`src/rtl/dispatch_pkg.sv`:
```
// Shared types and helpers for the round-robin dispatcher and its pick logic.
package dispatch_pkg;

    localparam int unsigned DEF_N     = 8;
    localparam int unsigned DEF_W     = 8;
    localparam int unsigned DEF_DEPTH = 2;

    // Ceiling log2 usable in parameter expressions; clog2(1) = 0.
    function automatic int unsigned clog2(input int unsigned v);
        int unsigned r;
        r = 0;
        for (int unsigned i = 0; i < 32; i++) begin
            if ((64'(1) << i) < 64'(v)) begin
                r = i + 1;
            end
        end
        return r;
    endfunction

    localparam int unsigned CW = clog2(DEF_DEPTH) + 1;

    // Rotate the low n bits of v left by one position; bits at or above n are cleared.
    function automatic logic [31:0] rotl1(input logic [31:0] v, input int unsigned n);
        logic [31:0] r;
        r = '0;
        for (int unsigned i = 0; i < 32; i++) begin
            if (i < n) begin
                r[5'((i + 1) % n)] = v[5'(i)];
            end
        end
        return r;
    endfunction

endpackage

```
`src/rtl/dispatch_pick.sv`:
```
// Cyclic first-one picker: lowest set bit of elig at or after the one-hot ptr, wrapping.
module dispatch_pick #(
    parameter int unsigned N = 8
) (
    input  logic [N-1:0] elig,
    input  logic [N-1:0] ptr,
    output logic [N-1:0] sel
);

    localparam int unsigned DW = 2 * N;

    logic [DW-1:0] dbl;
    logic [DW-1:0] first;

    // Lower copy keeps only bits at or above ptr; upper copy supplies the wrap-around.
    always_comb begin
        dbl   = {elig, elig & ~(ptr - N'(1))};
        first = dbl & (~dbl + DW'(1));
        sel   = first[N-1:0] | first[DW-1:N];
    end

endmodule

```
`src/rtl/dispatch_rr.sv`:
```
// Round-robin dispatcher: upstream req/ack into a small FIFO, each word issued to one target.
module dispatch_rr
    import dispatch_pkg::*;
#(
    parameter  int unsigned N     = DEF_N,
    parameter  int unsigned W     = DEF_W,
    parameter  int unsigned DEPTH = DEF_DEPTH,
    localparam int unsigned CNT_W = clog2(DEPTH) + 1
) (
    input  logic             clk,
    input  logic             rstn,
    input  logic             req_i,
    output logic             ack_i,
    input  logic [W-1:0]     data_i,
    output logic [N-1:0]     req_o,
    input  logic [N-1:0]     ack_o,
    output logic [W-1:0]     data_o,
    input  logic [N-1:0]     en_i,
    output logic [CNT_W-1:0] count_o,
    output logic             idle_o
);

    localparam int unsigned AW = (DEPTH > 1) ? clog2(DEPTH) : 1;

    logic [W-1:0]     mem [DEPTH];
    logic [AW-1:0]    wr_ptr;
    logic [AW-1:0]    rd_ptr;
    logic [CNT_W-1:0] count;
    logic [N-1:0]     ptr;
    logic             ready;

    logic             full;
    logic             empty;
    logic             push;
    logic             pop;
    logic [N-1:0]     elig;
    logic [N-1:0]     sel;

    // Upstream accept depends only on registered state, never on req_i.
    always_comb begin
        full  = (count == CNT_W'(DEPTH));
        empty = (count == '0);
        ack_i = ready & ~full;
        push  = req_i & ack_i;
        elig  = ack_o & en_i & {N{~empty}};
        pop   = |sel;
    end

    dispatch_pick #(
        .N (N)
    ) u_pick (
        .elig (elig),
        .ptr  (ptr),
        .sel  (sel)
    );

    // Pointers, occupancy, rotating priority and the post-reset ready flag.
    always_ff @(posedge clk or negedge rstn) begin
        if (!rstn) begin
            wr_ptr <= '0;
            rd_ptr <= '0;
            count  <= '0;
            ptr    <= N'(1);
            ready  <= 1'b0;
        end else begin
            ready <= 1'b1;
            if (push) begin
                wr_ptr <= wr_ptr + AW'(1);
            end
            if (pop) begin
                rd_ptr <= rd_ptr + AW'(1);
                ptr    <= N'(rotl1(32'(sel), N));
            end
            count <= count + CNT_W'(push) - CNT_W'(pop);
        end
    end

    // Storage needs no reset: contents are only visible through the pointers.
    always_ff @(posedge clk) begin
        if (push) begin
            mem[wr_ptr] <= data_i;
        end
    end

    always_comb begin
        req_o   = sel;
        data_o  = mem[rd_ptr];
        count_o = count;
        idle_o  = empty;
    end

endmodule

```
`config.mk`:
```
export PLATFORM = sky130hd
export DESIGN_NAME = dispatch_rr
export DESIGN_NICKNAME = d
export VERILOG_FILES = /design/src/rtl/dispatch_pkg.sv /design/src/rtl/dispatch_pick.sv /design/src/rtl/dispatch_rr.sv
export SDC_FILE = /design/constraint.sdc
export NUM_CORES = 1
export LEC_CHECK = 0
export BUFFER_PORTS_ARGS = -buffer_cell sky130_fd_sc_hd__buf_2
export CELL_PAD_IN_SITES_DETAIL_PLACEMENT = 0
export CELL_PAD_IN_SITES_GLOBAL_PLACEMENT = 1
export CORE_MARGIN = 4
export CORE_UTILIZATION = 33
export DETAILED_ROUTE_END_ITERATION = 7
export GPL_ROUTABILITY_DRIVEN = 0
export PLACE_DENSITY = 0.78
export RECOVER_POWER = 25
export SETUP_SLACK_MARGIN = 0.3
export SYNTH_ARGS = -nofsm -noshare
export SYNTH_HDL_FRONTEND = slang
export SYNTH_HIERARCHICAL = 1
export SYNTH_SLANG_ARGS = --single-unit
```
`constraint.sdc`:
```
create_clock -name clk -period 8.23 [get_ports clk]
set_input_delay 0 -clock clk [delete_from_list [all_inputs] [get_ports clk]]
set_output_delay 0 -clock clk [all_outputs]
set_load 0.01 [all_outputs]
```
### Word-level counts from Yosys, hierarchy flattened

Memories as Yosys holds them, arrays and structs flattened.
Cells that the tools add are included.

* add/sub/neg operators: 6
* $mul: 0
* divide/modulo/power cells: 0
* magnitude comparators: 0
* equal/unequal tests: 1
* shift-type cells: 0
* multiplexer cells: 2
* bitwise logic cells: 11
* reduce and logical (&&, ||, !) cells: 2

Operators by type and width (number)
* bitwise AND 8 bit: 3
* adder 16 x 1 -> 16 bit, second input constant: 1
* bitwise AND 16 bit: 1
* NOT 16 bit: 1
* NOT 8 bit: 1
* bitwise OR 8 bit: 1
* OR reduction 8 bit: 1
* subtractor 8 x 1 -> 8 bit, second input constant: 1
* adder 1 bit, second input constant: 2
* adder 2 x 1 -> 2 bit: 1
* bitwise AND 1 bit: 2
* == test 2 bit, second input constant: 1
* zero test 2 bit: 1
* 2-to-1 mux 1 bit: 2
* NOT 1 bit: 2
* subtractor 2 x 1 -> 2 bit: 1

* bits in registers: 13
* latch bits: 0
* RAM bits: 16
* ROM bits: 0
* bits of input ports: 27
* output and inout port bits: 20
* word-level logic and storage cells: 28
* memories kept: 1

Memories
* mem: words 2, bits a word 8, read ports 1, clocked after memory_dff 0, wr ports 1, line dispatch_rr.sv:25 `logic [W-1:0] mem [DEPTH];`

### Logic depth before layout (Yosys ltp)

Gate-level depths: netlist of the first run.

* depth after elaboration: 10
* mapped depth: 15
* gate-level depth less buffers: 14

### By module

The synthesis of the first run kept the hierarchy.

Modules (own cells, without submodules)
* dispatch_rr: times used 1, cells each 81, area each 1236.2 um2, sequential area each 807.0 um2
* dispatch_pick: times used 1, cells each 56, area each 384.1 um2, sequential area each 0.0 um2

### Worst setup path before layout of the first run

Ideal clock, no wire load.

* path kind: flip-flop to flip-flop
* start: register count[1] (netlist: count_o[1])
* end: register count[1] (netlist: count_o[1])
* library setup time: 80 ps
* data arrival time: 3664 ps
* data required time: 8150 ps
* slack: 4486 ps
* cell stages (with the launch flop): 16
* path buffers: 1
* period minus slack after synthesis: 3744 ps
* path through: dfrtp_1 -> or2_2 -> clkbuf_1 -> and3_1 -> or3_1 -> or3_1 -> or2_2 -> a211o_1 -> a21boi_1 -> nor4_2 -> nand2_2 -> ha_1 -> inv_1 -> ha_1 -> xnor2_1 -> xnor2_1

* longest elaborated chain between the ends: 10
* elaborated cells between the ends (all ways): 15
* those cells by class: add/sub: 3; eq/ne: 1; bitwise: 9; reduce/logical: 2

RTL lines
* start, declared: line dispatch_rr.sv:28 `logic [CNT_W-1:0] count;`
* start signal, assigned: line dispatch_rr.sv:74 `count <= count + CNT_W'(push) - CNT_W'(pop);`
* zero test 2 bit (*): line dispatch_rr.sv:42 `empty = (count == '0);`
* NOT 1 bit (*): line dispatch_rr.sv:45 `elig = ack_o & en_i & {N{~empty}};`
* bitwise AND 8 bit (*): line dispatch_rr.sv:45
* net elig[2]: line dispatch_rr.sv:36 `logic [N-1:0] elig;`
* bitwise AND 8 bit: line dispatch_pick.sv:17 `dbl = {elig, elig & ~(ptr - N'(1))};`
* NOT 16 bit (*): line dispatch_pick.sv:18 `first = dbl & (~dbl + DW'(1));`
* adder 16 x 1 -> 16 bit (*): line dispatch_pick.sv:18
* bitwise AND 16 bit (*): line dispatch_pick.sv:18
* bitwise OR 8 bit (*): line dispatch_pick.sv:19 `sel = first[N-1:0] | first[DW-1:N];`
* net req_o[7]: line dispatch_rr.sv:15 `output logic [N-1:0] req_o,`
* OR reduction 8 bit (*): line dispatch_rr.sv:46 `pop = |sel;`
* net pop: line dispatch_rr.sv:35 `logic pop;`
* subtractor 2 x 1 -> 2 bit (*): line dispatch_rr.sv:74

Mark *: on every way through the listed nets, which the timed path passes. The rest lies on a longest branch.
A chain may end at the register's enable or synchronous reset.

### Final worst setup path of the first run

* start: register count[1] (netlist: count_o[1])
* end: register count[1] (netlist: count_o[1])

* longest elaborated chain between the ends: 10
* elaborated cells between the ends (all ways): 15
* those cells by class: add/sub: 3; eq/ne: 1; bitwise: 9; reduce/logical: 2

RTL lines (line)
* zero test 2 bit (*): dispatch_rr.sv:42
* NOT 1 bit (*): dispatch_rr.sv:45
* bitwise AND 8 bit (*): dispatch_rr.sv:45
* net elig[1]: dispatch_rr.sv:36
* bitwise AND 8 bit: dispatch_pick.sv:17
* NOT 16 bit: dispatch_pick.sv:18
* adder 16 x 1 -> 16 bit: dispatch_pick.sv:18
* bitwise AND 16 bit (*): dispatch_pick.sv:18
* bitwise OR 8 bit (*): dispatch_pick.sv:19
* OR reduction 8 bit (*): dispatch_rr.sv:46
* net pop: dispatch_rr.sv:35
* subtractor 2 x 1 -> 2 bit (*): dispatch_rr.sv:74

Marks and branches as above.

==> flow_summary.json, run 1 <==
{
  "synth_area_um2": 1620,
  "final_min_period_over_clock_period_pct": 46.6,
  "nets_in_the_synthesized_netlist": 167,
  "detail_route.vias_per_cell": 4.78,
  "post_cts_buffers": 0,
  "multiInputGateArea_um2": 768,
  "syn_avg_cell_area_um2": 11.8,
  "final-setup-viol-count": 0,
  "drt_first_pass_iters": 4,
  "leakagePower_uw": 0.000974,
  "design.core.area_um2": 4750,
  "endpoint_kind": "flop",
  "cell_at_the_slowest_stage_of_the_critical_path": "sky130_fd_sc_hd__dfrtp_1",
  "detailedRoute.firstIterationViolations": 84,
  "timing.reg2reg.worst_path_depth": 14,
  "cts_buffer_depth": 2,
  "post-route-min-period_ps": 3840,
  "design.die.area_um2": 6090,
  "worst_pin_slew_ps": 721,
  "clock-sinks": 29,
  "p_sw_uw": 275,
  "clock_latency_ps": 270,
  "report.final.hold_viol_count": 0,
  "hold-path-endpoint": "wr_ptr",
  "wire_length_of_the_first_global_routing_pass_um": 5690,
  "layout.cells.most_common_list": "sky130_fd_sc_hd__buf_2, sky130_fd_sc_hd__edfxtp_1, sky130_fd_sc_hd__and3_1, sky130_fd_sc_hd__dfrtp_1",
  "drive_gt1_share_pct": 35.9,
  "fillers": 482,
  "routed_wirelength_um": 3470,
  "crit_type": "flop to flop",
  "gr-total-overflow": 0,
  "route.vias.total": 1266,
  "grt_pass1_vias": 1250,
  "synthesis.instances": 137,
  "cpPeakStageDelay_ps": 410,
  "sequential_cell_area_um2": 807,
  "worstHoldStart": "req_i",
  "cts_made_buffers": 5,
  "max-cap-violations": 0,
  "cts-htree-levels": 2,
  "antennaDiodeCount": 0,
  "synth_top_flop_cell": "sky130_fd_sc_hd__edfxtp_1",
  "grt.total_usage_pct": 11.9,
  "synthToLayoutAreaGrowth_pct": 28.7,
  "synth-warning-count": 6,
  "instances_no_fill": 265,
  "post_cts_resized": 0,
  "sw_frac_of_total_pct": 39.4,
  "p_int_uw": 423,
  "vdd_ir_drop_max_mv": 0.168,
  "final_nets": 227,
  "drt.antenna.violating_nets": 0,
  "dp.final_hpwl_um": 2670,
  "power.density_nw_per_um2": 334,
  "route.detailed.drc": 0,
  "die_width_um": 78.1,
  "arrival_ps": 4030,
  "min_delay_path_depth": 3,
  "r2r_start": "count_o[1]",
  "fp.dieH_um": 78.1,
  "reg2reg_slack_ps": 4390,
  "row_count": 25,
  "finalMaxSlewViolations": 0,
  "initial_core_util_pct": 34.1,
  "clk_pin_slew_ps": 60,
  "synth_seq_cells": 29,
  "r2r-end": "count_o[1]",
  "fmaxAchievable_ghz": 0.261,
  "yosysSeqAreaShare_pct": 49.8,
  "ios": 47,
  "rsz0062_at_grt": "false",
  "ctsHoldBuffers": 9,
  "result_of_the_run": "finished, final reports clean",
  "post-place-cells": 248,
  "crit_path_start_kind": "flop",
  "asyncSetResetFlopFracSynth_pct": 44.8,
  "fin_util_pct": 43.9,
  "maxSlewHeadroom_pct": 51.9,
  "critical_path_peak_fanout": 9,
  "power.share.sequential_pct": 32.7,
  "totalNegativeSetupSlack_ps": 0,
  "clock_power_share_pct": 15.1,
  "synth_edf_count": 16,
  "clock-root-buffer": "sky130_fd_sc_hd__clkbuf_8",
  "finalClockSkew_ps": 5.34,
  "power_frac_comb_pct": 52.2,
  "buffer_ports.inserted": 46,
  "critical_path.cell_chain": "or2_2, and3_1, or3_1, or3_1, or2_2, a211o_1, a21boi_1, nor4_2, nand2_2, ha_1, inv_1, ha_1, xnor2_1, xnor2_1",
  "worstHoldPathType": "input pin to flop",
  "wl_per_cell_um": 13.1,
  "synth.distinct_cells": 43,
  "pin_count_of_the_biggest_net_entering_global_routing": 14,
  "most_common_library_cell_in_the_layout_ignoring_fill_and_taps": "sky130_fd_sc_hd__buf_2",
  "antenna_violations_before_repair": 0,
  "critPathRequiredTime_ps": 8430,
  "tritoncts": "built"
}
metrics by stage:
step	area [um2]	hold WS, ps	setup slack, ps	power [uW]
floorplan	1620	-296	4490	502
global placement	1920	-97.3	4480	597
detailed placement	1920	-92.3	4390	597
CTS	2090	96.5	4370	708
global route	2090	124	4180	753
finish	2090	107	4390	697
sequential cells by signal (all words and copies together), names as in the netlist:
register and flops:
wr_ptr 1, ready 1, count_o 2, ptr 8, mem 16, rd_ptr 1
worst max-delay path: cells and delay by family (launching register included):
family,cells,cell delay (ps)
flops,1,410
simple gates,7,1970
compound gates,2,680
xor+xnor,2,280
buf+inv,1,60
fa+ha+maj,2,370
power by group through the flow:
stage / Sequential [uW] / Clock, uW / Combinational [uW]
2_1_floorplan: 219 / 0 / 283
5_1_grt: 233 / 118 / 402
3_3_place_gp: 231 / 0 / 367
4_1_cts: 229 / 109 / 370
6_report: 228 / 106 / 364
3_5_place_dp: 231 / 0 / 365
final cells by class:
type / count / area share, %
Sequential cell: 29 / 38.7
Multi-Input combinational cell: 98 / 36.8
Timing Repair Buffer: 55 / 15.1
Tap cell: 67 / 4.02
Clock buffer: 5 / 3.30
Inverter: 8 / 1.44
Clock inverter: 3 / 0.600
Yosys cell counts (2+ instances only):
library cell / n / area, um2
sky130_fd_sc_hd__edfxtp_1: 16 / 480
sky130_fd_sc_hd__and3_1: 12 / 75.1
sky130_fd_sc_hd__dfrtp_1: 12 / 300
sky130_fd_sc_hd__nor2_1: 9 / 33.8
sky130_fd_sc_hd__inv_1: 8 / 30.0
sky130_fd_sc_hd__mux2_2: 8 / 90.1
sky130_fd_sc_hd__nor4b_1: 8 / 70.1
sky130_fd_sc_hd__nand2_1: 7 / 26.3
sky130_fd_sc_hd__a21o_2: 5 / 43.8
sky130_fd_sc_hd__xnor2_1: 5 / 43.8
sky130_fd_sc_hd__a21o_1: 3 / 22.5
sky130_fd_sc_hd__ha_1: 3 / 37.5
sky130_fd_sc_hd__or3_1: 3 / 18.8
sky130_fd_sc_hd__xor2_1: 3 / 26.3
sky130_fd_sc_hd__a41o_1: 2 / 20.0
sky130_fd_sc_hd__and2_1: 2 / 12.5
sky130_fd_sc_hd__nand2b_1: 2 / 12.5
sky130_fd_sc_hd__nor4_2: 2 / 25.0
sky130_fd_sc_hd__o211a_1: 2 / 20.0
sky130_fd_sc_hd__or2_2: 2 / 12.5
cells by family after synthesis:
family / Yosys count / share of synthesized area, %
AOI/OAI and AO/OA: 25 / 13.4
xor gates and xnor gates: 8 / 4.32
adders and majority gates: 3 / 2.32
buffers and inverters: 10 / 2.78
DFF: 29 / 49.8
muxes: 9 / 6.18
other: 1 / 0.231
and+or+nand+nor: 52 / 21.0
routing by layer:
metal	GRT usage (%)	part of all wire, %	vias up
met1	14.7	45	597
met3	4.24	4.6	9
met4	5.07	1.6	0
li1	-	-	635
met5	0	0	-
met2	18.8	48	25
worst max-delay path by stage:
stage / from / to / slack (ps) / cells past startpoint
global route: count_o[1] / count_o[1] / 4180 / 14
floorplan: count_o[1] / count_o[1] / 4490 / 15
CTS: count_o[1] / count_o[1] / 4370 / 14
detailed placement: count_o[1] / count_o[1] / 4390 / 14
global placement: ptr[3] / count_o[1] / 4480 / 12
finish: count_o[1] / count_o[1] / 4390 / 14
Note: power is estimated with default switching activity, not from simulation.
==> inputs of run 2 (changes only) <==
Settings changed: ABC_AREA from default to 1, PLACE_DENSITY 0.78 to 0.82.
Clock period 8.23 ns to 4 ns, I/O delays scaled along.
==> flow_summary.json, run 2 <==
{
  "critical_path.cell_chain": "nor2_2, nor2_1, or2_2, nor4_1, nand3_1, a21boi_1, nor2_2, nand2_2, nor2_8, inv_1, ha_1, inv_1, ha_1, inv_1, nand2_1, nand2_1",
  "finalMaxSlewViolations": 0,
  "clock_power_share_pct": 18.6,
  "max-cap-violations": 0,
  "arrival_ps": 3090,
  "synth-warning-count": 6,
  "clk_pin_slew_ps": 60,
  "design.die.area_um2": 6440,
  "buffer_ports.inserted": 46,
  "post-route-min-period_ps": 2910,
  "instances_no_fill": 348,
  "vdd_ir_drop_max_mv": 0.431,
  "cts_buffer_depth": 2,
  "layout.cells.most_common_list": "sky130_fd_sc_hd__nand2_1, sky130_fd_sc_hd__buf_2, sky130_fd_sc_hd__inv_1",
  "largest_register_ffs": 16,
  "maxSlewHeadroom_pct": 53.0,
  "gr-total-overflow": 0,
  "route.vias.total": 1535,
  "leakagePower_uw": 0.00112,
  "antennaDiodeCount": 0,
  "rsz0062_at_grt": "false",
  "drive_gt1_share_pct": 29.5,
  "totalNegativeSetupSlack_ps": 0,
  "critical_path_buffer_and_inverter_count": 3,
  "row_count": 26,
  "syn_avg_cell_area_um2": 7.98,
  "tritoncts": "built",
  "yosys.area.top_type": "sky130_fd_sc_hd__edfxtp_1",
  "report.final.hold_viol_count": 0,
  "post_synth_most_frequent_cells": "sky130_fd_sc_hd__nand2_1, sky130_fd_sc_hd__inv_1, sky130_fd_sc_hd__nor2_1",
  "endpoint_kind": "flop",
  "detail_route.vias_per_cell": 4.41,
  "grt.total_usage_pct": 13.3,
  "synth_seq_cells": 29,
  "clock_latency_ps": 280,
  "wire_length_of_the_first_global_routing_pass_um": 6640,
  "route.detailed.drc": 0,
  "critical-path-top-delay-family": "simple AND/OR/NAND/NOR gates",
  "worstHoldPathType": "input pin to flop",
  "cell_at_the_slowest_stage_of_the_critical_path": "sky130_fd_sc_hd__dfrtp_1",
  "yosysSeqAreaShare_pct": 46.8,
  "most_numerous_cell_on_the_critical_path": "sky130_fd_sc_hd__inv_1",
  "fillers": 551,
  "synth_area_um2": 1720,
  "synth_most_common_cell": "sky130_fd_sc_hd__nand2_1",
  "design.core.area_um2": 5070,
  "most_common_library_cell_in_the_layout_ignoring_fill_and_taps": "sky130_fd_sc_hd__nand2_1",
  "routed_wirelength_um": 3890,
  "synth_largest_type_area_fraction_pct": 27.9,
  "synth_edf_count": 16,
  "cpPeakStageDelay_ps": 430,
  "synth_top_flop_cell": "sky130_fd_sc_hd__edfxtp_1",
  "synth.distinct_cells": 34,
  "cts_made_buffers": 5,
  "drt_first_pass_iters": 4,
  "detailedRoute.firstIterationViolations": 52,
  "initial_core_util_pct": 33.9,
  "p_sw_uw": 710,
  "power_frac_comb_pct": 52.3,
  "fmaxAchievable_ghz": 0.343,
  "asyncSetResetFlopFracSynth_pct": 44.8,
  "ys_top_cells_by_area": "sky130_fd_sc_hd__edfxtp_1, sky130_fd_sc_hd__dfrtp_1, sky130_fd_sc_hd__nand2_1",
  "final_min_period_over_clock_period_pct": 72.8,
  "nets_in_the_synthesized_netlist": 246,
  "antenna_violations_before_repair": 0,
  "clock-root-buffer": "sky130_fd_sc_hd__clkbuf_8",
  "p_int_uw": 878,
  "result_of_the_run": "finished, final reports clean",
  "clock-sinks": 29,
  "synthToLayoutAreaGrowth_pct": 29.7,
  "drt.antenna.violating_nets": 0,
  "die_width_um": 80.3,
  "post-place-cells": 331,
  "final_nets": 307,
  "power.share.sequential_pct": 29.1,
  "worst_pin_slew_ps": 706,
  "synthesis.instances": 216,
  "sw_frac_of_total_pct": 44.7,
  "pin_count_of_the_biggest_net_entering_global_routing": 14,
  "post_cts_buffers": 0,
  "ios": 47,
  "wl_per_cell_um": 11.2,
  "grt_pass1_vias": 1489,
  "fp.dieH_um": 80.3,
  "critPathRequiredTime_ps": 4170,
  "post_cts_resized": 0,
  "critical_path_peak_fanout": 10,
  "max_flop_register": "mem",
  "final-setup-viol-count": 0,
  "cts-htree-levels": 2,
  "crit_path_start_kind": "flop",
  "crit_type": "flop to flop",
  "finalClockSkew_ps": 3.88,
  "dp.final_hpwl_um": 3130,
  "power.density_nw_per_um2": 711
}
## run 2: cell count changes in the layout (fill, tap and decap cells not counted), sizes merged, moves of 4 or more
cell | before | now
nand2 | 8 | 82
inv | 8 | 31
nor2 | 9 | 30
nand3 | 0 | 18
and3 | 12 | 0
a21o | 8 | 0
mux2 | 8 | 0
nor4b | 8 | 0
nand4 | 0 | 4
xnor2 | 5 | 1
## run 2: worst min-delay path: stages
cell and delay (ps):
sky130_fd_sc_hd__buf_2 100, sky130_fd_sc_hd__nand3_2 100, sky130_fd_sc_hd__xor2_1 70
## run 2: metal layers
layer	track usage (%)	wire length, um
met5	0	0
met4	5.07	83
met3	3.81	188
met2	21.3	1840
met1	17.0	1770
## run 2: cell type report
| type | instances | area (um2) | area share, % |
|---|---|---|---|
| inverter | 33 | 125 | 5.60 |
| multi-input combinational | 153 | 786 | 35.2 |
| sequential | 29 | 807 | 36.1 |
| timing repair buffer | 55 | 319 | 14.3 |
| clock inverter | 3 | 41.3 | 1.85 |
| clock buffer | 5 | 68.8 | 3.08 |
| tap | 70 | 87.6 | 3.92 |
## run 2: worst paths after layout
kind                                  from         end  slack (ps)  depth (start not counted)
worst max-delay path            count_o[1]  count_o[1]        1090                         16
worst min-delay path                 req_i      wr_ptr          30                          3
worst max register to register  count_o[1]  count_o[1]        1090                         16
worst min register to register      ptr[0]      ptr[0]         490                          2
max in group asynchronous             rstn      ptr[6]        3270                          2
min in group asynchronous             rstn      ptr[1]         280                          2
## run 2: logic make-up (layout without fill, tap and decap cells)
group,after synthesis,in the layout,synth area share [%]
flip-flops,29,29,46.8
AND/OR/NAND/NOR,141,141,39.8
buffers and inverters,34,96,7.55
XOR/XNOR,2,2,1.02
other,1,1,0.218
AO/OA/AOI/OAI,6,6,2.40
adder cells (fa/ha/maj),3,3,2.18
## run 2: power by group through the flow
| stage | clock [uW] | combinational [uW] | sequential [uW] |
|---|---|---|---|
| 4_1_cts | 302 | 844 | 463 |
| 6_report | 295 | 831 | 462 |
| 2_1_floorplan | 0 | 622 | 446 |
| 3_5_place_dp | 0 | 834 | 468 |
| 3_3_place_gp | 0 | 831 | 467 |
| 5_1_grt | 320 | 953 | 473 |
## run 2: metrics by stage
stage               util [%]  worst slack [ps]  total power (uW)  area (um2)  hold WS (ps)
global route            44.0               795              1750        2230          44.5
CTS                     44.1              1030              1610        2240          27.7
finish                  44.0              1090              1590        2230          32.3
detailed placement      40.1              1040              1300        2040         -96.4
global placement        40.1              1020              1300        2040         -96.6
floorplan                  -              1250              1070        1720          -296
## run 2: repair_timing
action / 4_1_cts / 5_1_grt
hold buffers: 9 / 0
hold endpoints to repair: 29 / 0
setup endpoints to repair: 0 / 0
